File: config.mk
export PLATFORM = sky130hd
export DESIGN_NAME = nf_10g_pause_scheduler
export DESIGN_NICKNAME = d
export VERILOG_FILES = /design/src/rtl/nf_10g_pkg.sv /design/src/rtl/nf_sat_counter.sv /design/src/rtl/nf_10g_pause_scheduler.sv
export SDC_FILE = /design/constraint.sdc
export NUM_CORES = 1
export LEC_CHECK = 0
export CAP_MARGIN = 40
export CORE_MARGIN = 2
export CORE_UTILIZATION = 45
export CTS_CLUSTER_SIZE = 30
export DETAILED_ROUTE_END_ITERATION = 10
export PLACE_DENSITY = 0.78
export SLEW_MARGIN = 15
export SYNTH_ARGS = -nofsm -noshare
export SYNTH_HDL_FRONTEND = slang
export SYNTH_SLANG_ARGS = --single-unit
export TNS_END_PERCENT = 5
File: constraint.sdc
create_clock -name clk156 -period 6.5 [get_ports clk156]
set_clock_uncertainty 0.05 [all_clocks]
set_input_delay 1.625 -clock clk156 [delete_from_list [all_inputs] [get_ports clk156]]
set_output_delay 1.625 -clock clk156 [all_outputs]
set_load 0.1 [all_outputs]
File: src/rtl/nf_10g_pkg.sv
// Shared types and constants for the 10G flow-control blocks.
package nf_10g_pkg;

   typedef enum logic [1:0] {
      ST_IDLE     = 2'd0,
      ST_XOFF_REQ = 2'd1,
      ST_PAUSED   = 2'd2,
      ST_XON_REQ  = 2'd3
   } pause_state_e;

   localparam logic [15:0] XON_QUANTA        = 16'h0000;
   localparam int          CYCLES_PER_QUANTA = 8;

endpackage

File: src/rtl/nf_sat_counter.sv
// Saturating event counter with synchronous clear; clear wins over increment.
module nf_sat_counter
   import nf_10g_pkg::*;
#(
   parameter int WIDTH = 32
) (
   input  logic             clk,
   input  logic             rst,
   input  logic             inc,
   input  logic             clr,
   output logic [WIDTH-1:0] count
);

   logic [WIDTH-1:0] count_q;
   logic [WIDTH-1:0] count_d;

   // next count: clear, else increment unless already all-ones
   always_comb begin
      count_d = count_q;
      if (clr) begin
         count_d = '0;
      end else if (inc && (count_q != '1)) begin
         count_d = count_q + WIDTH'(1);
      end
   end

   // count register
   always_ff @(posedge clk) begin
      if (rst) begin
         count_q <= '0;
      end else begin
         count_q <= count_d;
      end
   end

   assign count = count_q;

endmodule

File: src/rtl/nf_10g_pause_scheduler.sv
// Pause-frame request scheduler for the 10G MAC: hysteresis on RX fill,
// XOFF refresh before the peer's pause expires, minimum gap between requests.
//
// state    | meaning
// ---------+--------------------------------------------------------------
// IDLE     | no pause in force, watching for fill >= high_water
// XOFF_REQ | XOFF wanted, waiting for gap to expire (refresh: already paused)
// PAUSED   | XOFF in force, refresh timer counting down
// XON_REQ  | XON wanted, waiting for gap to expire
module nf_10g_pause_scheduler
   import nf_10g_pkg::*;
#(
   parameter int                       C_FILL_WIDTH     = 12,
   parameter logic [15:0]              C_PAUSE_QUANTA   = 16'hFFFF,
   parameter int                       C_TIMER_WIDTH    = 20,
   parameter logic [C_TIMER_WIDTH-1:0] C_REFRESH_CYCLES = 20'd262000,
   parameter logic [7:0]               C_MIN_GAP_CYCLES = 8'd16,
   parameter int                       C_CNT_WIDTH      = 32
) (
   input  logic                    clk156,
   input  logic                    areset_clk156,
   input  logic                    enable,
   input  logic                    link_up,
   input  logic [C_FILL_WIDTH-1:0] fill_level,
   input  logic [C_FILL_WIDTH-1:0] high_water,
   input  logic [C_FILL_WIDTH-1:0] low_water,
   input  logic                    clear_counters,
   output logic [15:0]             s_axis_pause_tdata,
   output logic                    s_axis_pause_tvalid,
   output logic                    pause_active,
   output logic [C_CNT_WIDTH-1:0]  xoff_count,
   output logic [C_CNT_WIDTH-1:0]  xon_count
);

   // The refresh timer counts down from here to zero, so terminal count
   // lands C_REFRESH_CYCLES cycles after the XOFF pulse.
   localparam logic [C_TIMER_WIDTH-1:0] TIMER_LOAD = C_REFRESH_CYCLES - C_TIMER_WIDTH'(1);

   pause_state_e              state_q, state_d;
   logic [C_FILL_WIDTH-1:0]   fill_q, fill_d;
   logic [C_TIMER_WIDTH-1:0]  timer_q, timer_d;
   logic [7:0]                gap_q, gap_d;
   logic                      refresh_q, refresh_d;
   logic                      tvalid_q, tvalid_d;
   logic [15:0]               tdata_q, tdata_d;
   logic                      pause_active_q, pause_active_d;

   logic [C_FILL_WIDTH-1:0]   low_eff;
   logic                      hi;
   logic                      lo;
   logic                      gap_zero;
   logic                      xoff_pulse;
   logic                      xon_pulse;

   // fill sample and hysteresis thresholds; low mark clamped so it never exceeds high
   always_comb begin
      fill_d   = fill_level;
      low_eff  = (low_water < high_water) ? low_water : high_water;
      hi       = (fill_q >= high_water);
      lo       = (fill_q < low_eff);
      gap_zero = (gap_q == 8'd0);
   end

   // next-state, timer and refresh flag
   always_comb begin
      state_d    = state_q;
      timer_d    = timer_q;
      refresh_d  = refresh_q;
      xoff_pulse = 1'b0;
      xon_pulse  = 1'b0;
      case (state_q)
         ST_IDLE: begin
            if (enable && link_up && hi) begin
               state_d = ST_XOFF_REQ;
            end
         end
         ST_XOFF_REQ: begin
            if (!link_up) begin
               state_d   = ST_IDLE;
               refresh_d = 1'b0;
            end else if (!enable) begin
               // only a refresh has a pause in force that needs undoing
               state_d   = refresh_q ? ST_XON_REQ : ST_IDLE;
               refresh_d = 1'b0;
            end else if (lo && !refresh_q) begin
               state_d = ST_IDLE;
            end else if (gap_zero) begin
               xoff_pulse = 1'b1;
               timer_d    = TIMER_LOAD;
               refresh_d  = 1'b0;
               state_d    = ST_PAUSED;
            end
         end
         ST_PAUSED: begin
            if (!link_up) begin
               state_d = ST_IDLE;
            end else if (lo || !enable) begin
               state_d = ST_XON_REQ;
            end else if (timer_q == '0) begin
               state_d   = ST_XOFF_REQ;
               refresh_d = 1'b1;
            end else begin
               timer_d = timer_q - C_TIMER_WIDTH'(1);
            end
         end
         ST_XON_REQ: begin
            if (!link_up) begin
               state_d = ST_IDLE;
            end else if (enable && hi) begin
               // pause still in force; timer resumes where it stopped
               state_d = ST_PAUSED;
            end else if (gap_zero) begin
               xon_pulse = 1'b1;
               state_d   = ST_IDLE;
            end
         end
         default: begin
            state_d   = ST_IDLE;
            refresh_d = 1'b0;
         end
      endcase
   end

   // pulse outputs, gap counter and pause indication
   always_comb begin
      tvalid_d = xoff_pulse | xon_pulse;
      tdata_d  = tdata_q;
      if (xoff_pulse) begin
         tdata_d = C_PAUSE_QUANTA;
      end else if (xon_pulse) begin
         tdata_d = XON_QUANTA;
      end
      if (xoff_pulse || xon_pulse) begin
         gap_d = C_MIN_GAP_CYCLES;
      end else if (!gap_zero) begin
         gap_d = gap_q - 8'd1;
      end else begin
         gap_d = 8'd0;
      end
      pause_active_d = (state_d == ST_PAUSED) || (state_d == ST_XON_REQ) ||
                       ((state_d == ST_XOFF_REQ) && refresh_d);
   end

   // state and datapath registers
   always_ff @(posedge clk156) begin
      if (areset_clk156) begin
         state_q        <= ST_IDLE;
         fill_q         <= '0;
         timer_q        <= '0;
         gap_q          <= 8'd0;
         refresh_q      <= 1'b0;
         tvalid_q       <= 1'b0;
         tdata_q        <= 16'h0000;
         pause_active_q <= 1'b0;
      end else begin
         state_q        <= state_d;
         fill_q         <= fill_d;
         timer_q        <= timer_d;
         gap_q          <= gap_d;
         refresh_q      <= refresh_d;
         tvalid_q       <= tvalid_d;
         tdata_q        <= tdata_d;
         pause_active_q <= pause_active_d;
      end
   end

   nf_sat_counter #(.WIDTH(C_CNT_WIDTH)) u_xoff_cnt (
      .clk   (clk156),
      .rst   (areset_clk156),
      .inc   (xoff_pulse),
      .clr   (clear_counters),
      .count (xoff_count)
   );

   nf_sat_counter #(.WIDTH(C_CNT_WIDTH)) u_xon_cnt (
      .clk   (clk156),
      .rst   (areset_clk156),
      .inc   (xon_pulse),
      .clr   (clear_counters),
      .count (xon_count)
   );

   assign s_axis_pause_tdata  = tdata_q;
   assign s_axis_pause_tvalid = tvalid_q;
   assign pause_active        = pause_active_q;

endmodule

==> results of run 1 <==
[cells in the mapped netlist, drive strengths merged (3+ instances only)]
cell type,count,share of area (%)
dfxtp,110,34
a31oi,17,1.8
a21o,3,0.35
nor4,9,0.88
ha,43,8.4
and3,9,0.88
and2,3,0.29
nor2b,16,1.6
inv,34,2.0
and4,6,0.84
nor2,80,4.8
nand3,29,2.3
xnor2,32,4.4
a311oi,7,0.95
o211ai,5,0.58
or4,21,2.5
nand4,12,1.2
o21a,5,0.58
o21ai,28,2.2
a21oi,44,3.4
o31ai,16,1.9
or3,25,2.6
nor3,30,2.3
mux2i,12,1.9
a211oi,17,2.0
buf,17,2.0
or2,4,0.39
clkbuf,33,2.2
nor3b,5,0.76
a211o,3,0.41
nand2b,7,0.68
nand4b,3,0.64
nand2,66,3.9
xor2,4,0.55
[cells in the final DEF (no fill, tap or decap), types with 10 or more instances in the layout]
cell	Yosys	routed
a21oi_1	44	44
o31ai_1	15	15
a211oi_1	17	17
nand4_1	12	12
nor3_1	30	30
mux2i_1	12	12
clkdlybuf4s50_1	0	122
dfxtp_1	110	110
buf_8	0	73
nand2_1	66	66
or3_1	22	22
xnor2_1	32	32
ha_1	43	43
buf_16	0	10
a31oi_1	16	16
o21ai_0	19	19
inv_1	34	34
nor2b_1	16	16
or4_1	20	20
nand3_1	29	29
nor2_1	78	78
[state kept, by name, indices dropped and copies added (netlist names), 2 cells and up]
signal and count:
state_q 2, timer_q 20, u_xon_cnt.count 32, u_xoff_cnt.count 32, fill_q 12, gap_q 8
[worst max path at each step]
| stage | end | slack [ps] |
|---|---|---|
| final | timer_q[7] | 440 |
| after CTS | timer_q[7] | 520 |
| after detailed placement | timer_q[7] | 180 |
| after global placement | timer_q[1] | 320 |
| after global routing | timer_q[7] | 50 |
| after floorplan | u_xoff_cnt.count[7] | 740 |
[logic make-up after synthesis]
kind of cell / after synthesis / synth area share (%)
muxes: 12 / 1.87
xor gates and xnor gates: 36 / 4.91
adders and majority gates: 43 / 8.38
and+or+nand+nor: 330 / 27.2
buffers and inverters: 84 / 6.23
AOI/OAI and AO/OA: 165 / 17.1
DFF: 110 / 34.3
[critical path, cell delays in order]
cell             delay (ps)
clkdlybuf4s50_1         510
inv_1                    80
ha_1                    300
nand4_1                 170
a211oi_1                260
nand4b_1                210
nand2_1                 130
buf_4                   190
mux2i_1                 240
ha_1                    280
a211oi_1                210
o21ai_0                 210
a311oi_1                620
o31ai_2                 210
nor3_1                  500
nor2_1                  200
a221oi_1                310
[stage by stage]
step,std cells,hold WS [ps]
floorplan,780,376
global placement,1039,392
detailed placement,1122,400
CTS,1138,418
global route,1138,459
finish,1138,412
[routing by layer]
metal,global-route usage (%),vias to the layer above,share of wire [%]
met5,0,-,0
met4,7.95,0,2.0
li1,-,3180,-
met2,42.2,196,50
met1,28.7,2934,43
met3,4.20,33,4.9
[final cells by class]
type | instances | area share (%)
Inverter | 34 | 1.37
Clock buffer | 10 | 2.56
Tap cell | 180 | 2.41
Timing Repair Buffer | 212 | 28.5
Sequential cell | 110 | 23.6
Clock inverter | 6 | 0.670
Multi-Input combinational cell | 586 | 40.9
[power groups by stage]
stage	Clock (mW)	Combinational, mW	Sequential (mW)
after floorplan	0	0.350	0.762
after global placement	0	0.442	0.771
after detailed placement	0	0.454	0.771
after CTS	0.574	0.455	0.756
after global routing	0.601	0.511	0.763
final	0.565	0.456	0.756
==> flow_metrics.env, run 1 <==
export IMPL_outcome="finished clean"
export IMPL_hold_viol_final=0
export IMPL_htreeDepth=3
export IMPL_drive_gt1_share_pct=12.8
export IMPL_place_gp_congestion=0.873
export IMPL_p_leak_nw=3.38
export IMPL_cts_root_buf="clkbuf_16"
export IMPL_fin_tns_setup_ps=0
export IMPL_critPathLaunchType="input port"
export IMPL_synth_seq_cells=110
export IMPL_min_period_ps=6060
export IMPL_synthesis_nets=864
export IMPL_p_clk_share_pct=31.8
export IMPL_area_sequential_sq_mm=0.00220
export IMPL_io_buffers=122
export IMPL_postLayoutCellArea_sq_mm=0.00933
export IMPL_cts_tree="done"
export IMPL_post_cts_buffers=0
export IMPL_yosysUniqueCellTypes=69
export IMPL_vias=6343
export IMPL_clkSlewWorstSetupHoldPaths_ps=80
export IMPL_grt_overflow=0
export IMPL_worstMarginPinSlew_ps=628
export IMPL_max_freq_mhz=165
export IMPL_p_seq_share_pct=42.5
export IMPL_worstPathArrival_ps=6270
export IMPL_min_path_type="flop to flop"
export IMPL_r2r_slack_ps=2770
export IMPL_track_usage_pct=23.7
export IMPL_cp_data_required_time_ps=6710
export IMPL_pwr_share_comb_pct=25.7
export IMPL_p_total_mw=1.78
export IMPL_dpl_hpwl_mm=13.4
export IMPL_fin_ws_ps=438
export IMPL_holdBufCountCts=0
export IMPL_p_per_area_mw_per_mm2=190
export IMPL_die_height_um=123
export IMPL_pre_cts_ws_ps=184
export IMPL_reg2reg_depth=10
export IMPL_hold_end="gap_q[0]"
export IMPL_grt_start_max_net_pins=51
export IMPL_cap_violations=0
export IMPL_cts_sinks=110
export IMPL_mappedNetlistArea_sq_mm=0.00642
export IMPL_die_w_um=123
export IMPL_r2r_end="timer_q[7]"
export IMPL_ant_nets=0
export IMPL_drc=0
export IMPL_start_util_pct=46.1
export IMPL_postSynthAreaPerCell_sq_um=8.23
export IMPL_synth_edf_count=0
export IMPL_synthToLayoutAreaGrowth_pct=45.3
export IMPL_synthesis_instances=780
export IMPL_fillers=1058
export IMPL_critPathLaunch="high_water[10]"
export IMPL_worst_setup_path_end_kind="flop"
export IMPL_relSlewSlack_pct=57.8
export IMPL_num_antenna_cells=0
export IMPL_rows=43
export IMPL_r2r_start="timer_q[0]"
export IMPL_dr_pass1_iters=5
export IMPL_fin_util_pct=67.0
export IMPL_wl_mm=17.9
export IMPL_drv_slew=0
export IMPL_crit_fanout=7
export IMPL_crit_type="input port to flop"
export IMPL_cts_made_buffers=9
export IMPL_ctsResizeCount=0
export IMPL_hp_start="gap_q[0]"
export IMPL_clock_latency_ps=360
export IMPL_vdd_ir_drop_max_uv=123
export IMPL_p_sw_mw=0.573
export IMPL_yosysWarningCount=0
export IMPL_synthArstFlopShare_pct=0
export IMPL_io_pins=123
export IMPL_synthFlopType="dfxtp_1"
export IMPL_rsz0062_at_grt="no"
export IMPL_grt_pass1_wl_mm=29.1
export IMPL_grt_pass1_vias=6155
export IMPL_worstHoldPathCells=1
export IMPL_cts_buffer_depth=2
export IMPL_core_sq_mm=0.0139
export IMPL_p_sw_share_pct=32.2
export IMPL_cellInternalPower_mw=1.20
export IMPL_fp_dieArea_sq_mm=0.0152
export IMPL_post_drt_wl_per_cell_um=15.8
export IMPL_postPlaceCellArea_sq_mm=0.00903
export IMPL_finalCritPeriodShare_pct=93.3
export IMPL_antenna_found_initial=0
export IMPL_final_nets=1037
export IMPL_setup_violations=0
export IMPL_first_iter_violations=302
export IMPL_multi_input_area_sq_mm=0.00382
export IMPL_vias_per_cell=5.57
export IMPL_ys_seq_area_share_pct=34.3
Power figures use the tool's default switching activity.
==> inputs of run 2 (changes only) <==
- CAP_MARGIN: 40 -> 25
==> run 2 against run 1 <==
Worst hold slack lost 2.8 ps; non-clock buffer count shrank 83; wire length shrank 15%; register-to-register slack lost 40 ps; setup slack gained 30 ps; critical path type unchanged; largest power group unchanged; critical path depth is the same; first-iteration DRC count grew 4.6%.
==> flow_metrics.env, run 2 (synthesis results as in run 1) <==
export IMPL_worstHoldPathCells=1
export IMPL_worst_setup_path_end_kind="flop"
export IMPL_setup_violations=0
export IMPL_vias_per_cell=5.56
export IMPL_cellInternalPower_mw=1.27
export IMPL_fin_tns_setup_ps=0
export IMPL_postLayoutCellArea_sq_mm=0.00799
export IMPL_die_height_um=123
export IMPL_cp_data_required_time_ps=6630
export IMPL_io_pins=123
export IMPL_core_sq_mm=0.0139
export IMPL_hold_end="gap_q[0]"
export IMPL_drv_slew=0
export IMPL_reg2reg_depth=10
export IMPL_first_iter_violations=316
export IMPL_vias=5862
export IMPL_final_common_cell="clkdlybuf4s50_1"
export IMPL_rsz0062_at_grt="no"
export IMPL_fin_util_pct=57.3
export IMPL_p_clk_share_pct=33.1
export IMPL_p_sw_mw=0.540
export IMPL_postPlaceCellArea_sq_mm=0.00766
export IMPL_cts_buffer_depth=2
export IMPL_worstPathArrival_ps=6160
export IMPL_antenna_found_initial=0
export IMPL_die_w_um=123
export IMPL_worstMarginPinSlew_ps=1020
export IMPL_post_drt_wl_per_cell_um=14.4
export IMPL_rows=43
export IMPL_path_delay_family="compound AO/OA/AOI/OAI gates"
export IMPL_start_util_pct=46.1
export IMPL_r2r_slack_ps=2730
export IMPL_cpMaxStageDelayCell="or3_1"
export IMPL_io_buffers=122
export IMPL_ctsResizeCount=0
export IMPL_relSlewSlack_pct=31.9
export IMPL_pwr_share_comb_pct=25.1
export IMPL_final_cell_mix="122 x clkdlybuf4s50_1, 110 x dfxtp_1, 78 x nor2_1"
export IMPL_p_seq_share_pct=41.8
export IMPL_cts_tree="done"
export IMPL_p_per_area_mw_per_mm2=227
export IMPL_dr_pass1_iters=5
export IMPL_critPathLaunchType="input port"
export IMPL_track_usage_pct=20.3
export IMPL_drc=0
export IMPL_r2r_end="timer_q[7]"
export IMPL_finalNonFillerCells=1055
export IMPL_p_sw_share_pct=29.8
export IMPL_clock_latency_ps=350
export IMPL_slowest_delay_ps=630
export IMPL_dpl_cell_count=1039
export IMPL_cts_root_buf="clkbuf_16"
export IMPL_hold_viol_final=0
export IMPL_cts_made_buffers=9
export IMPL_dpl_hpwl_mm=10.9
export IMPL_post_cts_buffers=0
export IMPL_vdd_ir_drop_max_uv=110
export IMPL_wl_mm=15.2
export IMPL_final_nets=954
export IMPL_path_cells="clkdlybuf4s50_1 > inv_1 > ha_1 > nand4_1 > a211oi_1 > nand4b_1 > nand2_1 > buf_4 > mux2i_1 > ha_1 > a211oi_1 > o21ai_0 > a311oi_1 > o31ai_2 > or3_1 > a21oi_1 > a311oi_1"
export IMPL_synthToLayoutAreaGrowth_pct=24.3
export IMPL_cts_sinks=110
export IMPL_r2r_start="timer_q[0]"
export IMPL_grt_start_max_net_pins=51
export IMPL_grt_pass1_vias=5396
export IMPL_grt_overflow=0
export IMPL_drive_gt1_share_pct=4.46
export IMPL_p_leak_nw=2.76
export IMPL_grt_pass1_wl_mm=25.0
export IMPL_crit_fanout=15
export IMPL_hp_start="gap_q[0]"
export IMPL_ant_nets=0
export IMPL_crit_type="input port to flop"
export IMPL_fp_dieArea_sq_mm=0.0152
export IMPL_min_period_ps=6030
export IMPL_cap_violations=0
export IMPL_htreeDepth=3
export IMPL_holdBufCountCts=0
export IMPL_num_antenna_cells=0
export IMPL_clkSlewWorstSetupHoldPaths_ps=70
export IMPL_max_freq_mhz=166
export IMPL_outcome="finished clean"
export IMPL_path_buf_inv=3
export IMPL_place_gp_congestion=0.873
export IMPL_min_path_type="flop to flop"
export IMPL_finalCritPeriodShare_pct=92.8
-- run 2: how the worst max path moves through the flow --
stage / start / endpoint / slack, ps / depth (start not counted)
2_1_floorplan: high_water[11] / u_xoff_cnt.count[7] / 740 / 19
6_report: high_water[10] / timer_q[1] / 470 / 17
5_1_grt: high_water[10] / timer_q[7] / 3 / 17
3_5_place_dp: high_water[10] / timer_q[7] / 180 / 17
3_3_place_gp: high_water[1] / timer_q[1] / 320 / 16
4_1_cts: high_water[10] / timer_q[7] / 520 / 17
-- run 2: layer usage --
metal  GRT usage, %  vias up  wire length (um)
met5              0        -                 0
met4           7.03        0               263
met3           4.98       22              1070
met2           33.3      173              6990
met1           25.8     2661              6920
li1               -     3006                 -
-- run 2: stage by stage --
stage,setup slack [ps],hold WS [ps],power (mW)
floorplan,740,376,1.11
global placement,317,392,1.21
detailed placement,181,400,1.22
CTS,515,416,1.83
global route,3.01,458,1.92
finish,467,409,1.81
-- run 2: power groups by stage --
stage	logic, mW	clock network (mW)	registers, mW
finish	0.455	0.600	0.757
detailed placement	0.452	0	0.771
global placement	0.442	0	0.771
floorplan	0.350	0	0.762
CTS	0.454	0.615	0.756
global route	0.509	0.649	0.763
-- run 2: layout make-up --
cell class	instances	area (sq um)
inverters	34	128
clock buffers	11	243
flip-flops and latches	110	2200
clock inverters	5	81.3
multi-input cells	586	3820
repair buffers	129	1290
well taps	180	225
fillers	1261	5950
-- run 2: worst register-to-register path: cells and delay by family (launching register included) --
kind | cells | cell delay (ps)
adder cells (fa/ha/maj) | 1 | 180
AO/OA/AOI/OAI | 2 | 640
AND/OR/NAND/NOR | 6 | 2380
flip-flops | 1 | 350
buffers and inverters | 1 | 70
==> inputs of run 3 (changes only) <==
- CORE_UTILIZATION: 45 -> 53
- PLACE_DENSITY: 0.78 -> 0.88
==> run 3 against run 2 <==
Register-to-register slack barely moved; clock-buffer cell count is the same; critical path type unchanged; largest power group unchanged; utilization is 8.9 points higher; largest cell class unchanged; critical endpoint is now u_xoff_cnt.count[27].
==> flow_metrics.env, run 3 (synthesis results as in run 1) <==
export IMPL_postPlaceCellArea_sq_mm=0.00761
export IMPL_worst_setup_path_end_kind="flop"
export IMPL_clock_latency_ps=360
export IMPL_final_common_cell="clkdlybuf4s50_1"
export IMPL_cp_data_required_time_ps=6740
export IMPL_die_height_um=114
export IMPL_vias=6045
export IMPL_reg2reg_depth=10
export IMPL_p_leak_nw=2.72
export IMPL_wl_mm=15.6
export IMPL_htreeDepth=3
export IMPL_rows=40
export IMPL_p_per_area_mw_per_mm2=219
export IMPL_vias_per_cell=5.93
export IMPL_setup_violations=0
export IMPL_worstPathArrival_ps=6290
export IMPL_cap_violations=0
export IMPL_post_cts_buffers=0
export IMPL_fp_dieArea_sq_mm=0.0130
export IMPL_track_usage_pct=23.7
export IMPL_antenna_found_initial=0
export IMPL_holdBufCountCts=0
export IMPL_crit_type="input port to flop"
export IMPL_vdd_ir_drop_max_uv=197
export IMPL_clkSlewWorstSetupHoldPaths_ps=70
export IMPL_final_nets=953
export IMPL_hp_start="u_xoff_cnt.count[21]"
export IMPL_r2r_slack_ps=2740
export IMPL_worstMarginPinSlew_ps=1030
export IMPL_cts_root_buf="clkbuf_16"
export IMPL_fin_ws_ps=442
export IMPL_dpl_hpwl_mm=11.0
export IMPL_hold_end="u_xoff_cnt.count[21]"
export IMPL_final_cell_mix="122 x clkdlybuf4s50_1, 110 x dfxtp_1, 78 x nor2_1"
export IMPL_first_iter_violations=256
export IMPL_critPathLaunchType="input port"
export IMPL_postLayoutCellArea_sq_mm=0.00789
export IMPL_synthToLayoutAreaGrowth_pct=22.8
export IMPL_start_util_pct=53.9
export IMPL_grt_pass1_vias=5402
export IMPL_io_pins=123
export IMPL_r2r_end="timer_q[7]"
export IMPL_r2r_start="timer_q[0]"
export IMPL_dr_pass1_iters=6
export IMPL_drive_gt1_share_pct=4.35
export IMPL_outcome="finished clean"
export IMPL_cts_made_buffers=9
export IMPL_max_freq_mhz=165
export IMPL_cts_tree="done"
export IMPL_grt_start_max_net_pins=53
export IMPL_drv_slew=0
export IMPL_pre_cts_ws_ps=-98.9
export IMPL_grt_pass1_wl_mm=25.5
export IMPL_cts_buffer_depth=2
export IMPL_hold_viol_final=0
export IMPL_min_path_type="flop to flop"
export IMPL_post_drt_wl_per_cell_um=15.3
export IMPL_crit_fanout=50
export IMPL_ctsResizeCount=0
export IMPL_cts_sinks=110
export IMPL_worstHoldPathCells=2
export IMPL_ant_nets=0
export IMPL_grt_overflow=0
export IMPL_relSlewSlack_pct=31.1
export IMPL_place_gp_congestion=0.910
export IMPL_drc=0
export IMPL_die_w_um=114
export IMPL_min_period_ps=6060
export IMPL_core_sq_mm=0.0119
export IMPL_io_buffers=122
export IMPL_num_antenna_cells=0
export IMPL_finalCritPeriodShare_pct=93.2
export IMPL_rsz0062_at_grt="yes"
-- run 3: metrics by stage --
step / total power [mW] / instances / hold slack [ps] / setup TNS, ps / util (%)
final: 1.73 / 1020 / 427 / 0 / 66.2
after global routing: 1.83 / 1020 / 457 / -56.8 / 66.2
after CTS: 1.74 / 1020 / 432 / 0 / 66.1
after detailed placement: 1.22 / 1005 / 407 / -161 / 63.9
after global placement: 1.21 / 1005 / 394 / 0 / 63.9
after floorplan: 1.11 / 780 / 376 / 0 / -
-- run 3: worst max path at each step --
stage,cells after the start,start,slack (ps),to
after global routing,17,high_water[11],-60,timer_q[7]
after global placement,17,high_water[9],200,timer_q[1]
after detailed placement,17,high_water[11],-100,timer_q[7]
final,19,high_water[11],440,u_xoff_cnt.count[27]
after CTS,17,high_water[9],220,timer_q[7]
after floorplan,19,high_water[11],740,u_xoff_cnt.count[7]
-- run 3: final cells by class --
type,instances,area [sq um]
Fill cell,994,4030
Multi-Input combinational cell,586,3830
Sequential cell,110,2200
Timing Repair Buffer,128,1280
Clock buffer,11,233
Tap cell,147,184
Inverter,34,128
Clock inverter,4,30.0
-- run 3: power by group --
part | switching, mW | internal [mW]
clock network | 0.254 | 0.261
registers | 0.0417 | 0.716
logic | 0.252 | 0.207
-- run 3: per-layer routing --
metal / track usage [%] / up-vias / wire, um
met1: 30.4 / 2853 / 6980
met3: 6.62 / 17 / 1030
li1: - / 3000 / -
met5: 0 / - / 0
met2: 40.0 / 175 / 7450
met4: 5.12 / 0 / 148
-- run 3: worst max-delay path, cell delays in order --
cell and delay, ps:
clkdlybuf4s50_1 500, inv_1 70, ha_1 320, nand4_1 160
a211oi_1 240, nand4b_1 230, nand2_1 210, buf_4 240
mux2i_1 240, ha_1 220, o21ai_0 90, o21ai_0 330
or2_1 180, nand2_1 80, o31ai_2 440, o211ai_1 220
buf_12 220, or4_1 500, a21oi_1 150
